`src/rtl/coin_acceptor.sv`:
```
// Coin acceptor: debounces the coin sensor, buffers accepted coins in a 4-entry FIFO and
// issues at most one coin every two cycles. Define COIN_ACCEPTOR_COUNT_EN for the issued-coin counter.

module coin_acceptor #(
    parameter int DEB_CYCLES = 4
) (
    input  logic       clk,
    input  logic       rst,
    input  logic       coin_in,
    input  logic [1:0] den,
    input  logic       hold,
    output logic [1:0] d,
    output logic       coin_rej,
    output logic       fifo_full,
    output logic [7:0] coin_cnt
);

    localparam int         DEPTH    = 4;
    localparam logic [3:0] DEB_LAST = 4'(DEB_CYCLES - 1);

    typedef enum logic [1:0] {
        IDLE,
        CHECK,
        WAIT_REL
    } deb_state_t;

    typedef enum logic {
        OUT_IDLE,
        OUT_GAP
    } out_state_t;

    deb_state_t deb_state, deb_state_nxt;
    out_state_t out_state, out_state_nxt;

    logic [1:0] den_q, den_q_nxt;
    logic [3:0] deb_cnt, deb_cnt_nxt;
    logic       coin_rej_nxt;
    logic [1:0] d_nxt;

    logic       push;
    logic       pop;
    logic [1:0] fifo_mem [DEPTH];
    logic [1:0] wr_ptr;
    logic [1:0] rd_ptr;
    logic [2:0] fill;
    logic       fifo_empty;

    assign fifo_full  = (fill == 3'(DEPTH));
    assign fifo_empty = (fill == 3'd0);

    // Debounce FSM: next state, accept/reject decision and push request.
    always_comb begin
        // NOTE: every signal written here gets a default first, so no path can infer a latch.
        deb_state_nxt = deb_state;
        den_q_nxt     = den_q;
        deb_cnt_nxt   = deb_cnt;
        coin_rej_nxt  = 1'b0;
        push          = 1'b0;

        case (deb_state)
            IDLE: begin
                if (coin_in) begin
                    deb_state_nxt = CHECK;
                    den_q_nxt     = den;
                    deb_cnt_nxt   = 4'd1;
                end
            end
            CHECK: begin
                if (!coin_in) begin
                    deb_state_nxt = IDLE;
                end else if (den != den_q) begin
                    coin_rej_nxt  = 1'b1;
                    deb_state_nxt = WAIT_REL;
                end else if (deb_cnt == DEB_LAST) begin
                    deb_state_nxt = WAIT_REL;
                    // Fullness comes from the registered fill, i.e. before any same-cycle pop.
                    if (den_q == 2'b00 || fifo_full) begin
                        coin_rej_nxt = 1'b1;
                    end else begin
                        push = 1'b1;
                    end
                end else begin
                    deb_cnt_nxt = deb_cnt + 4'd1;
                end
            end
            WAIT_REL: begin
                if (!coin_in) begin
                    deb_state_nxt = IDLE;
                end
            end
            default: begin
                deb_state_nxt = IDLE;
            end
        endcase
    end

    // Output FSM: one coin, then a mandatory 00 gap cycle.
    always_comb begin
        out_state_nxt = out_state;
        pop           = 1'b0;
        d_nxt         = 2'b00;

        case (out_state)
            OUT_IDLE: begin
                if (!fifo_empty && !hold) begin
                    pop           = 1'b1;
                    d_nxt         = fifo_mem[rd_ptr];
                    out_state_nxt = OUT_GAP;
                end
            end
            OUT_GAP: begin
                out_state_nxt = OUT_IDLE;
            end
        endcase
    end

    always_ff @(posedge clk) begin
        // NOTE: registers use non-blocking assignments so every update sees pre-edge values.
        if (rst) begin
            deb_state <= IDLE;
            out_state <= OUT_IDLE;
            den_q     <= 2'b00;
            deb_cnt   <= 4'd0;
            coin_rej  <= 1'b0;
            d         <= 2'b00;
        end else begin
            deb_state <= deb_state_nxt;
            out_state <= out_state_nxt;
            den_q     <= den_q_nxt;
            deb_cnt   <= deb_cnt_nxt;
            coin_rej  <= coin_rej_nxt;
            d         <= d_nxt;
        end
    end

    always_ff @(posedge clk) begin
        if (rst) begin
            wr_ptr <= 2'd0;
            rd_ptr <= 2'd0;
            fill   <= 3'd0;
        end else begin
            if (push) begin
                wr_ptr <= wr_ptr + 2'd1;
            end
            if (pop) begin
                rd_ptr <= rd_ptr + 2'd1;
            end
            case ({push, pop})
                2'b10:   fill <= fill + 3'd1;
                2'b01:   fill <= fill - 3'd1;
                default: fill <= fill;
            endcase
        end
    end

    // NOTE: the storage array has no reset; the pointers and fill count alone define which entries are valid.
    always_ff @(posedge clk) begin
        if (push) begin
            fifo_mem[wr_ptr] <= den_q;
        end
    end

`ifdef COIN_ACCEPTOR_COUNT_EN
    logic [7:0] issued_cnt;

    always_ff @(posedge clk) begin
        if (rst) begin
            issued_cnt <= 8'd0;
        end else if (pop && issued_cnt != 8'hFF) begin
            issued_cnt <= issued_cnt + 8'd1;
        end
    end

    assign coin_cnt = issued_cnt;
`else
    assign coin_cnt = 8'h00;
`endif

endmodule
```
`config.mk`:
```
export PLATFORM = sky130hd
export DESIGN_NAME = coin_acceptor
export DESIGN_NICKNAME = d
export VERILOG_FILES = /design/src/rtl/coin_acceptor.sv
export SDC_FILE = /design/constraint.sdc
export NUM_CORES = 1
export LEC_CHECK = 0
export ABC_AREA = 1
export CAP_MARGIN = 20
export CORE_MARGIN = 3
export CORE_UTILIZATION = 56
export CTS_BUF_LIST = sky130_fd_sc_hd__clkbuf_8
export CTS_CLUSTER_SIZE = 14
export DETAILED_ROUTE_END_ITERATION = 8
export HOLD_SLACK_MARGIN = 0.02
export PLACE_DENSITY_LB_ADDON = 0.15
export SETUP_SLACK_MARGIN = 0.15
export SKIP_CTS_REPAIR_TIMING = 1
export SYNTH_ARGS = -nofsm -noshare
export SYNTH_HDL_FRONTEND = slang
export SYNTH_SLANG_ARGS = --single-unit
```
`constraint.sdc`:
```
create_clock -name clk -period 2.8 [get_ports clk]
set_clock_uncertainty 0.05 [all_clocks]
set_input_delay 0.56 -clock clk [delete_from_list [all_inputs] [get_ports clk]]
set_output_delay 0.56 -clock clk [all_outputs]
set_load 0.1 [all_outputs]
```
* Yosys cells after proc, flatten, opt, wreduce, memory -nomap -nowiden
Memory sizes are Yosys's and may differ from the RTL's. A register that Yosys moved wholly into a read port is not among the register bits.
Cells that the tools add are included.
** Word-level totals
- Flip-flop bits (word level) :: 17
- Memories :: 1
- Input port bits :: 6
- Memory bits (writable) :: 8
- Output and inout bits :: 12
- Word-level logic and storage cells :: 70
** Memory list
- fifo_mem :: words 4, width 2, read ports 1, clocked after Yosys merged registers in 1, wr ports 1, line 42 : logic [1:0] fifo_mem [DEPTH];
** Operators by class
- Bitwise gates (word level) :: 4
- Mux-type cells :: 25
- Eq/ne operators :: 13
- $add $sub $neg :: 5
- Reduce and logical (&&, ||, !) cells :: 14
** Operators with widths (number)
- 2-to-1 mux 4 bit :: 4
- 2-to-1 mux 1 bit :: 12
- 2-to-1 mux 2 bit :: 5
- != test 2 bit, second input constant :: 5
- one-hot mux 4 bit (2 select lines) :: 1
- one-hot mux 2 bit (3 select lines) :: 1
- one-hot mux 3 bit (2 select lines) :: 1
- OR reduction 3 bit :: 2
- AND reduction 5 bit :: 1
- adder 2 x 1 -> 2 bit, second input constant :: 2
- adder 4 x 1 -> 4 bit, second input constant :: 1
- equality test 2 x 1 -> 1 bit, second input constant :: 2
- equality test 2 bit, second input constant :: 2
- equality test 4 x 2 -> 1 bit, second input constant :: 1
- zero test 2 bit :: 2
- != test 4 bit, second input constant :: 1
- inverter 1 bit :: 4
- nonzero test 2 bit :: 2
- adder 3 x 1 -> 3 bit, second input constant :: 1
- equality test 3 bit, second input constant :: 1
- zero test 3 bit :: 1
- AND reduction 3 bit :: 1
- subtractor 3 x 1 -> 3 bit, second input constant :: 1
- zero test 1 bit :: 2
- other kinds (5) :: 5

* Longest topological paths before layout
Gate-level depths: netlist of the first run.
- Word-level depth :: 9
- Depth in mapped cells :: 12

* Worst setup path before layout of the first run
Ideal clock, no wire load.
- Path kind :: reg2out
- Start :: reg fill[2]
- End :: out fifo_full
- Path buffers :: 0
- Stages on the path, launching flop included :: 3
- Setup slack :: -0.234 ns
- Data arrival time :: 2.424 ns
- Path through :: dfxtp_1 inv_1 nor3_1
** On the way
- Longest elaborated chain between the ends :: 1
** RTL lines
- start, declared :: line 45 : logic [2:0] fill;
- start signal, assigned :: line 149 : 2'b10: fill <= fill + 3'd1;
- start signal, assigned :: line 150 : 2'b01: fill <= fill - 3'd1;
- start signal, assigned :: line 151 : default: fill <= fill;
- equality test 3 bit :: line 48 : assign fifo_full = (fill == 3'(DEPTH));
- end, declared :: line 14 : output logic fifo_full,
Every way passes these cells.

* Worst setup path in the final report of the first run
- Start :: in den[1]
- End :: reg fill[2]
** On the way
- Longest elaborated chain between the ends :: 6
- Elaborated cells on any way between the ends :: 8
- Those cells by class :: 3 x eq/ne; 4 x mux; 1 x reduce/logical
** RTL lines
- start, declared :: line 10 : input logic [1:0] den,
- != test 2 bit * :: line 71 : end else if (den != den_q) begin
- 2-to-1 mux 1 bit * :: line 71
- 2-to-1 mux 1 bit * :: line 69 : if (!coin_in) begin
- 2-to-1 mux 1 bit * :: line 60 : case (deb_state)
- equality test 2 x 1 -> 1 bit or equality test 2 bit (tied branches) :: line 148 : case ({push, pop})
- one-hot mux 3 bit (2 select lines) or nonzero test 2 bit (tied branches)
Mark *: on every way between the ends. The rest lies on a longest branch, timed or not.
A chain may end at the register's enable or synchronous reset.

==> results.md, run 1 <==
- Detailed Routing Iterations Pass 1: 4
- Post-synthesis sequential area ratio: 44.2%
- Hold Path Depth: 2
- Clock slew at reported path FFs: 90 ps
- Area grow syn2layout: 8.82%
- Final min period: 2370 ps
- H-tree depth: 1
- Share of layout cells above drive strength 1: 15.0%
- Chip width: 56.1 um
- Final layout net count: 194
- Die extent in y: 56.1 um
- Commonest non-fill, non-tap cell in the layout: nor2_1
- Routed wire length: 2290 um
- Number of synthesis warnings: 0
- Syn Std Cell Area: 0.00141 mm^2
- Setup ws final: 427 ps
- Synth async-reset ratio: 0%
- Maximum net fanout on the critical path: 9
- Max-slew violations: 0
- Highest Clock Rate: 421 MHz
- R2r setup slk: 710 ps
- Setup WS pre-CTS: 129 ps
- RSZ-0062 raised after global routing: false
- Clock sinks: 27
- Fillers: 199
- Final Hold Viols: 0
- Sequential standard cell area: 621 um^2
- Core area: 0.00230 mm^2
- Vias/cell: 5.02
- Die ar.: 0.00315 mm^2
- Footprint of the multi-input gates: 643 um^2
- Gpl congestion: 0.758
- Synth Register Bits: 27
- Status: finished, final reports clean
- WHS Endpoint: deb_state[1]
- Root Driver: clkbuf_8
- Worst-path cell chain: clkdlybuf4s50_1 > nand2_2 > nand2_2 > nor2_8 > nand3_4 > ha_1 > inv_1 > fa_1 > a21oi_1 > o21ai_0 > o21ai_0 > a21oi_1
- Post-Syn Instances: 169
- Hold_sp: deb_state[1]
- Top delay family on crit path: buffers and inverters
- TNS Setup: 0 ps
- Post-route ant nets: 0
- Pwr Total: 0.000853 W
- WS Path Type: in -> reg
- Crit path buf inv count: 2
- Number of synthesized flops with an enable pin: 8
- Crit-path slowest cell: clkdlybuf4s50_1
- Worst R2R Path Depth: 11
- Critical Path Max Stage Delay: 510 ps
- GRT overflow: 0
- Max-Cap Viols: 0
- Via count: 1,044
- Starting Density: 61.2%
- FP Rows: 17
- VDD IR max: 343 uV
- Reg2reg start: deb_cnt[0]
- Antenna violations before repair: 0
- Commonest cells after routing, fill and taps aside: nor2_1 (30), inv_1 (25), dfxtp_1 (19)
- Antenna fix cells: 0
- Top FF cell, synth: dfxtp_1
- Clock Path Buffers: 2
- DRC: 0
- Netlist cell types: 26
- CP endpoint kind: flop
- Fin crit share: 84.8%
- Largest net degree at the start of global routing: 15
- Vias in the first global route: 945
- HPWL after DPL: 1750 um
- # IOs: 18
- First-pass GRT wire length: 3780 um
- Critical Path Source Type: input port
- Leakage power: 0.656 nW
- Latest clock arrival within the worst-skew pair: 260 ps
- PD cells: 558 mW/mm^2
- Min-delay worst type: reg -> reg
- CP arrival: 2480 ps
- Routed wire length per instance: 11.0 um
- Post-layout util: 66.6%
- # setup viols final: 0
- Mapped Avg Cell Area: 8.31 um^2
- DR iter-0 viols: 29
- Worst R2R End: fill[2]
- CTS tree: done
- Buffers on Ports: 9
- Total GRT Usage: 15.0%
- CTS buffer count: 3
- CP required: 2910 ps
-- synth_stat cells (2+ instances only) --
master    instances  area, um^2
nand3_1           5        25.0
a21oi_1          11        55.1
nand2_2           4        25.0
dfxtp_1          19         380
inv_2             4        15.0
nand2_1          17        63.8
ha_1              6        75.1
inv_1            24        90.1
a21oi_2           3        26.3
nand2_4           3        33.8
nor2_1           30         113
nand3b_1          2        15.0
o21ai_0          13        65.1
buf_4             9        67.6
edfxtp_1          8         240
-- logic make-up after synthesis --
logic type	after synthesis	synth area share (%)
compound gates	28	10.8
xor+xnor	1	0.623
fa+ha+maj	7	6.77
buf+inv	37	12.3
flops	27	44.2
other cells	1	0.267
simple gates	68	25.1
-- through the flow --
step                      cells  hold slack, ps  cell area, um^2
after floorplan             176             416             1440
after global placement      204             433             1480
after detailed placement    204             438             1480
after CTS                   208             451             1530
after global routing        208             471             1530
final                       208             447             1530
-- per-layer routing --
metal,global-route usage [%],vias to the layer above,routed length (um),part of all wire (%)
met5,0,-,0,0
met4,7.12,0,42,1.8
met3,2.78,6,83,3.6
met2,25.9,23,1100,48
met1,17.9,480,1060,46
li1,-,535,-,-
-- layout make-up --
type	instances	share of cell area [%]
timing repair buffer	9	5.24
sequential	27	40.6
clock buffer	3	2.70
clock inverter	1	0.245
tap	28	2.29
multi-input combinational	112	42.1
inverter	28	6.87
-- flip-flops by register name (all words and copies together), names as in the netlist --
name	cells
coin_rej	1
wr_ptr	2
deb_state	2
fifo_mem	8
rd_ptr	2
deb_cnt	4
out_state	1
den_q	2
fill	3
d	2
-- worst min-delay path: stages (launching register included) --
cell     delay (ps)
dfxtp_1         330
nand3_1          70
a21oi_1          60
-- power by group --
part / internal [W] / switching [W]
clock: 0.0000981 / 0.000115
sequential: 0.000423 / 0.0000220
combinational: 0.0000505 / 0.000144
-- worst max-delay path by stage --
stage            start   endpoint  slack, ps  depth (start not counted)
6_report        den[1]    fill[2]        430                         12
5_1_grt         den[1]    fill[2]        250                         13
4_1_cts         den[1]    fill[2]        420                         13
3_5_place_dp    den[1]    fill[2]        130                         13
3_3_place_gp    den[1]    fill[2]        200                         12
2_1_floorplan  fill[2]  fifo_full        630                          2
(Power assumes the default switching activity.)
==> inputs of run 2 (changes only) <==
- CORE_UTILIZATION: 56 -> 51
- clock period: 2.8 -> 2.1 ns (I/O delays scaled with it)
==> run 2 against run 1 <==
Compared with the run above:
- final cell count is 4.3% higher
- worst setup slack worse by 270 ps
- first-iteration DRC count grew 59%
- sequential cell count stayed put
- final area is 8.9% higher
- sequential power increased by 35%
- combinational power increased by 57%
- largest cell class unchanged
- critical path type is now reg -> reg
==> results.md, run 2 (same netlist as run 1, synthesis figures left out) <==
- CP required: 2220 ps (was 2910 ps)
- Via count: 1,068 (was 1,044)
- Largest net degree at the start of global routing: 17 (was 15)
- Routed wire length per instance: 11.9 um (was 11.0 um)
- Antenna fix cells: 0 (unchanged)
- VDD IR max: 627 uV (was 343 uV)
- Largest regs: fifo_mem (8), deb_cnt (4), fill (3) (unchanged)
- DRC: 0 (unchanged)
- Leakage power: 0.719 nW (was 0.656 nW)
- Fin crit share: 92.7%
- Highest Clock Rate: 514 MHz
- Combinational group share of total power: 25.2% (was 22.8%)
- DR iter-0 viols: 46 (was 29)
- Reg power frac: 49.6% (was 52.2%)
- # IOs: 18 (unchanged)
- Final min period: 1950 ps
- Max-Cap Viols: 0 (unchanged)
- Post-route ant nets: 0 (unchanged)
- Biggest register: fifo_mem (unchanged)
- Min-delay worst type: reg -> reg (unchanged)
- Clock slew at reported path FFs: 90 ps (about the same)
- Core area: 0.00254 mm^2 (was 0.00230 mm^2)
- Final Hold Viols: 0 (unchanged)
- Die ar.: 0.00342 mm^2 (was 0.00315 mm^2)
- Status: finished, final reports clean (unchanged)
- WS Path Type: reg -> reg (was in -> reg)
- Area grow syn2layout: 18.5% (was 8.82%)
- Clock sinks: 27 (unchanged)
- Sw power: 0.000416 W (was 0.000281 W)
- RSZ-0062 raised after global routing: false (unchanged)
- P_int: 0.000798 W (was 0.000572 W)
- Routed wire length: 2590 um (was 2290 um)
- CTS tree: done (unchanged)
- Detailed Routing Iterations Pass 1: 4 (unchanged)
- Maximum net fanout on the critical path: 3 (was 9)
- Vias/cell: 4.92 (was 5.02)
- Commonest non-fill, non-tap cell in the layout: nor2_1 (unchanged)
- Share of layout cells above drive strength 1: 26.2% (was 15.0%)
- Clock Path Buffers: 2 (unchanged)
- FP Rows: 18 (was 17)
- CTS buffer count: 3 (unchanged)
- Hold_ws: 463 ps (was 447 ps)
- Die extent in y: 58.5 um (was 56.1 um)
- Worst R2R Path Depth: 11 (unchanged)
- Final layout net count: 201 (was 194)
- Buffers on Ports: 9 (unchanged)
- Hold Path Depth: 2 (unchanged)
- Chip width: 58.5 um (was 56.1 um)
- # setup viols final: 0 (unchanged)
- CP endpoint kind: flop (unchanged)
- Gpl congestion: 0.773 (was 0.758)
- Total GRT Usage: 15.7% (was 15.0%)
- Critical Path Source Type: flop (was input port)
- Flip-flop count of the largest register after layout: 8 (unchanged)
- Latest clock arrival within the worst-skew pair: 280 ps (was 260 ps)
- First-pass GRT wire length: 4060 um (was 3780 um)
- Setup WS pre-CTS: -362 ps (was 129 ps)
- Vias in the first global route: 1,032 (was 945)
- HPWL after DPL: 1870 um (was 1750 um)
- GRT overflow: 0 (unchanged)
- Clk pwr share: 25.2% (was 25.0%)
- Setup ws final: 153 ps (was 427 ps)
- Switching share of power: 34.3% (was 32.9%)
- Starting Density: 55.2% (was 61.2%)
- Max-slew violations: 0 (unchanged)
- Root Driver: clkbuf_8 (unchanged)
- Commonest cells after routing, fill and taps aside: nor2_1 (29), inv_1 (22), nand2_1 (16) (was nor2_1 (30), inv_1 (25), dfxtp_1 (19))
- CP arrival: 2070 ps (was 2480 ps)
- PD cells: 729 mW/mm^2 (was 558 mW/mm^2)
- Antenna violations before repair: 0 (unchanged)
- H-tree depth: 1 (unchanged)
[run 2: area by class of cell]
cell class              count  area [um^2]
well taps                  30         37.5
multi-input cells         112          689
flip-flops and latches     27          627
fillers                   207          880
repair buffers             16          155
clock buffers               3         41.3
inverters                  28          108
clock inverters             1         7.51
[run 2: worst paths after layout]
check	start	to	slack [ps]
max	deb_cnt[0]	fill[2]	150
min	deb_state[1]	deb_state[1]	460
min reg2reg	deb_state[1]	deb_state[1]	460
max reg2reg	deb_cnt[0]	fill[2]	150
[run 2: power groups by stage]
| stage | Combinational, W | Clock [W] | Sequential [W] |
|---|---|---|---|
| global placement | 0.000264 | 0 | 0.000607 |
| finish | 0.000306 | 0.000306 | 0.000602 |
| global route | 0.000334 | 0.000332 | 0.000606 |
| CTS | 0.000274 | 0.000311 | 0.000597 |
| floorplan | 0.000211 | 0 | 0.000618 |
| detailed placement | 0.000273 | 0 | 0.000609 |
[run 2: metrics by stage]
stage                     cells  setup TNS [ps]  util, %  instance area, um^2  total power (W)
final                       217               0     65.4                 1670          0.00121
after global routing        217               0     65.4                 1670          0.00127
after CTS                   215           -55.2     62.5                 1590          0.00118
after detailed placement    211            -616     60.6                 1540         0.000881
after global placement      211            -467     60.6                 1540         0.000871
after floorplan             176               0        -                 1440         0.000829
[run 2: routing by layer]
metal	global-route usage (%)	share of wire, %	routed length [um]	up-vias
li1	-	-	-	550
met1	16.3	41	1070	484
met2	28.4	51	1330	27
met3	2.63	4.9	127	7
met4	10.6	2.4	63	0
met5	0	0	0	-
[run 2: worst max-delay path, cell delays in order (launching register included)]
cell and delay (ps):
dfxtp_2 360, ha_4 180, nand2_2 80, nor2_4 50, nand3_4 90, ha_4 140, inv_4 40, fa_2 400
a21oi_2 130, o21ai_1 100, o21ai_1 160, a21oi_1 60
==> inputs of run 3 (changes only) <==
- ABC_AREA: 1 -> default
- CORE_UTILIZATION: 51 -> 50
==> run 3 against run 2 <==
Compared with the run above:
- largest cell class unchanged
- critical endpoint unchanged
- final cell count decreased by 11%
- largest power group unchanged
- the run now ends with setup timing left
- sequential cell count unchanged
- total power decreased by 14%
- worst setup slack got worse by 430 ps
==> results.md, run 3 <==
- FP Rows: 18 (unchanged)
- Antenna fix cells: 0 (unchanged)
- Fillers: 188 (was 207)
- Area grow syn2layout: 29.8% (was 18.5%)
- Synth async-reset ratio: 0% (unchanged)
- Max-slew violations: 0 (unchanged)
- Setup WS pre-CTS: -626 ps (was -362 ps)
- Final Hold Viols: 0 (unchanged)
- Worst R2R Path Depth: 10 (was 11)
- Final min period: 2380 ps (was 1950 ps)
- # setup viols final: 2 (was 0)
- Clock Path Buffers: 2 (unchanged)
- DR iter-0 viols: 22 (was 46)
- CTS tree: done (unchanged)
- Final layout net count: 178 (was 201)
- HPWL after DPL: 1910 um (was 1870 um)
- WS Path Type: reg -> reg (unchanged)
- DRC: 0 (unchanged)
- # IOs: 18 (unchanged)
- Hold Path Depth: 2 (unchanged)
- Number of synthesis warnings: 0 (unchanged)
- Critical Path Source Type: flop (unchanged)
- Post-route cell area: 0.00173 mm^2 (was 0.00167 mm^2)
- Mapped Avg Cell Area: 10.6 um^2 (was 8.31 um^2)
- Crit-path slowest cell: or3b_4 (was fa_2)
- Min-delay worst type: reg -> reg (unchanged)
- Buffers on Ports: 9 (unchanged)
- Worst-path cell chain: or3b_4 > o21a_1 > and3_4 > inv_2 > ha_4 > inv_2 > fa_2 > xor2_1 > or3_1 > a21oi_2 (was ha_4 > nand2_2 > nor2_4 > nand3_4 > ha_4 > inv_4 > fa_2 > a21oi_2 > o21ai_1 > o21ai_1 > a21oi_1)
- Routed wire length per instance: 12.7 um (was 11.9 um)
- Netlist cell types: 38 (was 26)
- Setup ws final: -282 ps (was 153 ps)
- Area share of the largest cell type after synthesis: 28.5% (was 27.1%)
- Number of synthesized flops with an enable pin: 8 (unchanged)
- Commonest cells after routing, fill and taps aside: buf_4 (31), dfxtp_1 (16), nor2_1 (9) (was nor2_1 (29), inv_1 (22), nand2_1 (16))
- CTS buffer count: 3 (unchanged)
- Syn Std Cell Area: 0.00134 mm^2 (was 0.00141 mm^2)
- Post-Layout Cell Count: 194 (was 217)
- Latest clock arrival within the worst-skew pair: 270 ps (was 280 ps)
- Largest area contributor in the netlist: dfxtp_1 (unchanged)
- Top cells by count, synth: dfxtp_1 (19), nor2_1 (10), inv_1 (9) (was nor2_1 (30), inv_1 (24), dfxtp_1 (19))
- Chip width: 57.7 um (was 58.5 um)
- Placed cell area: 0.00165 mm^2 (was 0.00154 mm^2)
- Largest net degree at the start of global routing: 18 (was 17)
- Commonest non-fill, non-tap cell in the layout: buf_4 (was nor2_1)
- Clock slew at reported path FFs: 100 ps (was 90 ps)
- Biggest register: fifo_mem (unchanged)
- VDD IR max: 530 uV (was 627 uV)
- Synth Register Bits: 27 (unchanged)
- Worst path depth: 10 (was 11)
- Die ar.: 0.00333 mm^2 (was 0.00342 mm^2)
- Total GRT Usage: 15.7% (about the same)
- Flip-flop count of the largest register after layout: 8 (unchanged)
- H-tree depth: 1 (unchanged)
- Post-synthesis sequential area ratio: 46.4% (was 44.2%)
- Critical Path Max Stage Delay: 400 ps (about the same)
- Largest cells by area after synthesis: dfxtp_1 (28%), edfxtp_1 (18%), ha_1 (5.6%) (was dfxtp_1 (27%), edfxtp_1 (17%), nor2_1 (8.0%))
- CP dominant cell by count: inv_2
- Post-route ant nets: 0 (unchanged)
- First-pass GRT wire length: 4090 um (was 4060 um)
- TNS Setup: -291 ps (was 0 ps)
- Fin crit share: 113% (was 92.7%)
- Gpl congestion: 0.783 (was 0.773)
- Post-Syn Instances: 126 (was 169)
- Root Driver: clkbuf_8 (unchanged)
- Top FF cell, synth: dfxtp_1 (unchanged)
- Vias in the first global route: 1,004 (was 1,032)
- Highest Clock Rate: 420 MHz (was 514 MHz)
- Leakage power: 0.724 nW (was 0.719 nW)
- Die extent in y: 57.7 um (was 58.5 um)
- Vias/cell: 5.20 (was 4.92)
- PD cells: 600 mW/mm^2 (was 729 mW/mm^2)
- Largest regs: fifo_mem (8), deb_cnt (4), fill (3) (unchanged)
- Maximum net fanout on the critical path: 2 (was 3)
- Antenna violations before repair: 0 (unchanged)
- CP required: 2260 ps (was 2220 ps)
- GRT overflow: 0 (unchanged)
- Routed wire length: 2460 um (was 2590 um)
- Core area: 0.00250 mm^2 (was 0.00254 mm^2)
- Detailed Routing Iterations Pass 1: 4 (unchanged)
- Failing checks: setup timing
- Starting Density: 53.5% (was 55.2%)
- CP endpoint kind: flop (unchanged)
- Most frequent cell after synthesis: dfxtp_1 (was nor2_1)
- Crit path buf inv count: 2 (was 1)
- Top delay family on crit path: simple AND/OR/NAND/NOR gates (was adder cells)
- Share of layout cells above drive strength 1: 36.6% (was 26.2%)
- Clock sinks: 27 (unchanged)
- Dpl cells: 188 (was 211)
- Status: complete, but fails checks (was finished, final reports clean)
- Max-Cap Viols: 0 (unchanged)
- RSZ-0062 raised after global routing: true (was false)
- CP arrival: 2540 ps (was 2070 ps)
- Via count: 1,008 (was 1,068)
-- run 3: changes by cell type after synthesis, moves of 4 or more --
cell and change:
a21oi_1 -4, and2_1 +6, inv_1 -15, inv_2 -4, nand2_1 -14, nand2_2 -4
nor2_1 -20, o21ai_0 -9, xor2_1 +4
-- run 3: logic make-up (layout without fill, tap and decap cells) --
family                     Yosys count  in the layout  synth area share (%)
and+or+nand+nor                     44             44                  20.0
DFF                                 27             27                  46.4
adders and majority gates            7              7                  7.12
xor gates and xnor gates             6              6                  5.06
buffers and inverters               19             50                  7.58
AOI/OAI and AO/OA                   18             18                  8.61
other                                1              8                 0.281
muxes                                4              4                  4.87
-- run 3: layout make-up --
type	count	area, um^2	area share [%]
Clock inverter	1	8.76	0.505
Clock buffer	3	41.3	2.38
Timing Repair Buffer	37	310	17.9
Multi-Input combinational cell	87	678	39.1
Sequential cell	27	624	36.0
Inverter	9	33.8	1.95
Tap cell	30	37.5	2.16
-- run 3: layer usage --
| metal | vias up | track usage [%] | wire [um] |
|---|---|---|---|
| met5 | - | 0 | 0 |
| met4 | 0 | 4.97 | 14 |
| met3 | 2 | 3.12 | 92 |
| met2 | 17 | 27.4 | 1180 |
| met1 | 488 | 19.5 | 1170 |
| li1 | 501 | - | - |
-- run 3: where the power goes --
group | switching [W] | internal (W) | total, W | leakage (nW)
clock | 0.000166 | 0.000139 | 0.000305 | 0.0261
combinational | 0.000118 | 0.0000661 | 0.000184 | 0.470
sequential | 0.00000647 | 0.000545 | 0.000551 | 0.228
-- run 3: final timing paths --
check / slack, ps / from / endpoint
setup reg to reg: -280 / fill[0] / fill[2]
setup / recovery: -280 / fill[0] / fill[2]
hold reg to reg: 420 / deb_cnt[1] / deb_cnt[1]
hold / removal: 420 / deb_cnt[1] / deb_cnt[1]
-- run 3: through the flow --
stage	total power, W	hold slack [ps]	util (%)
after floorplan	0.000695	399	-
after global placement	0.000741	409	66.0
after detailed placement	0.000744	412	66.0
after CTS	0.00105	427	68.0
after global routing	0.00108	431	69.4
final	0.00104	425	69.4
-- run 3: worst min-delay path: stages, from the launching register on --
cell     delay (ps)
dfxtp_1         330
nand2_1          60
a21oi_1          50
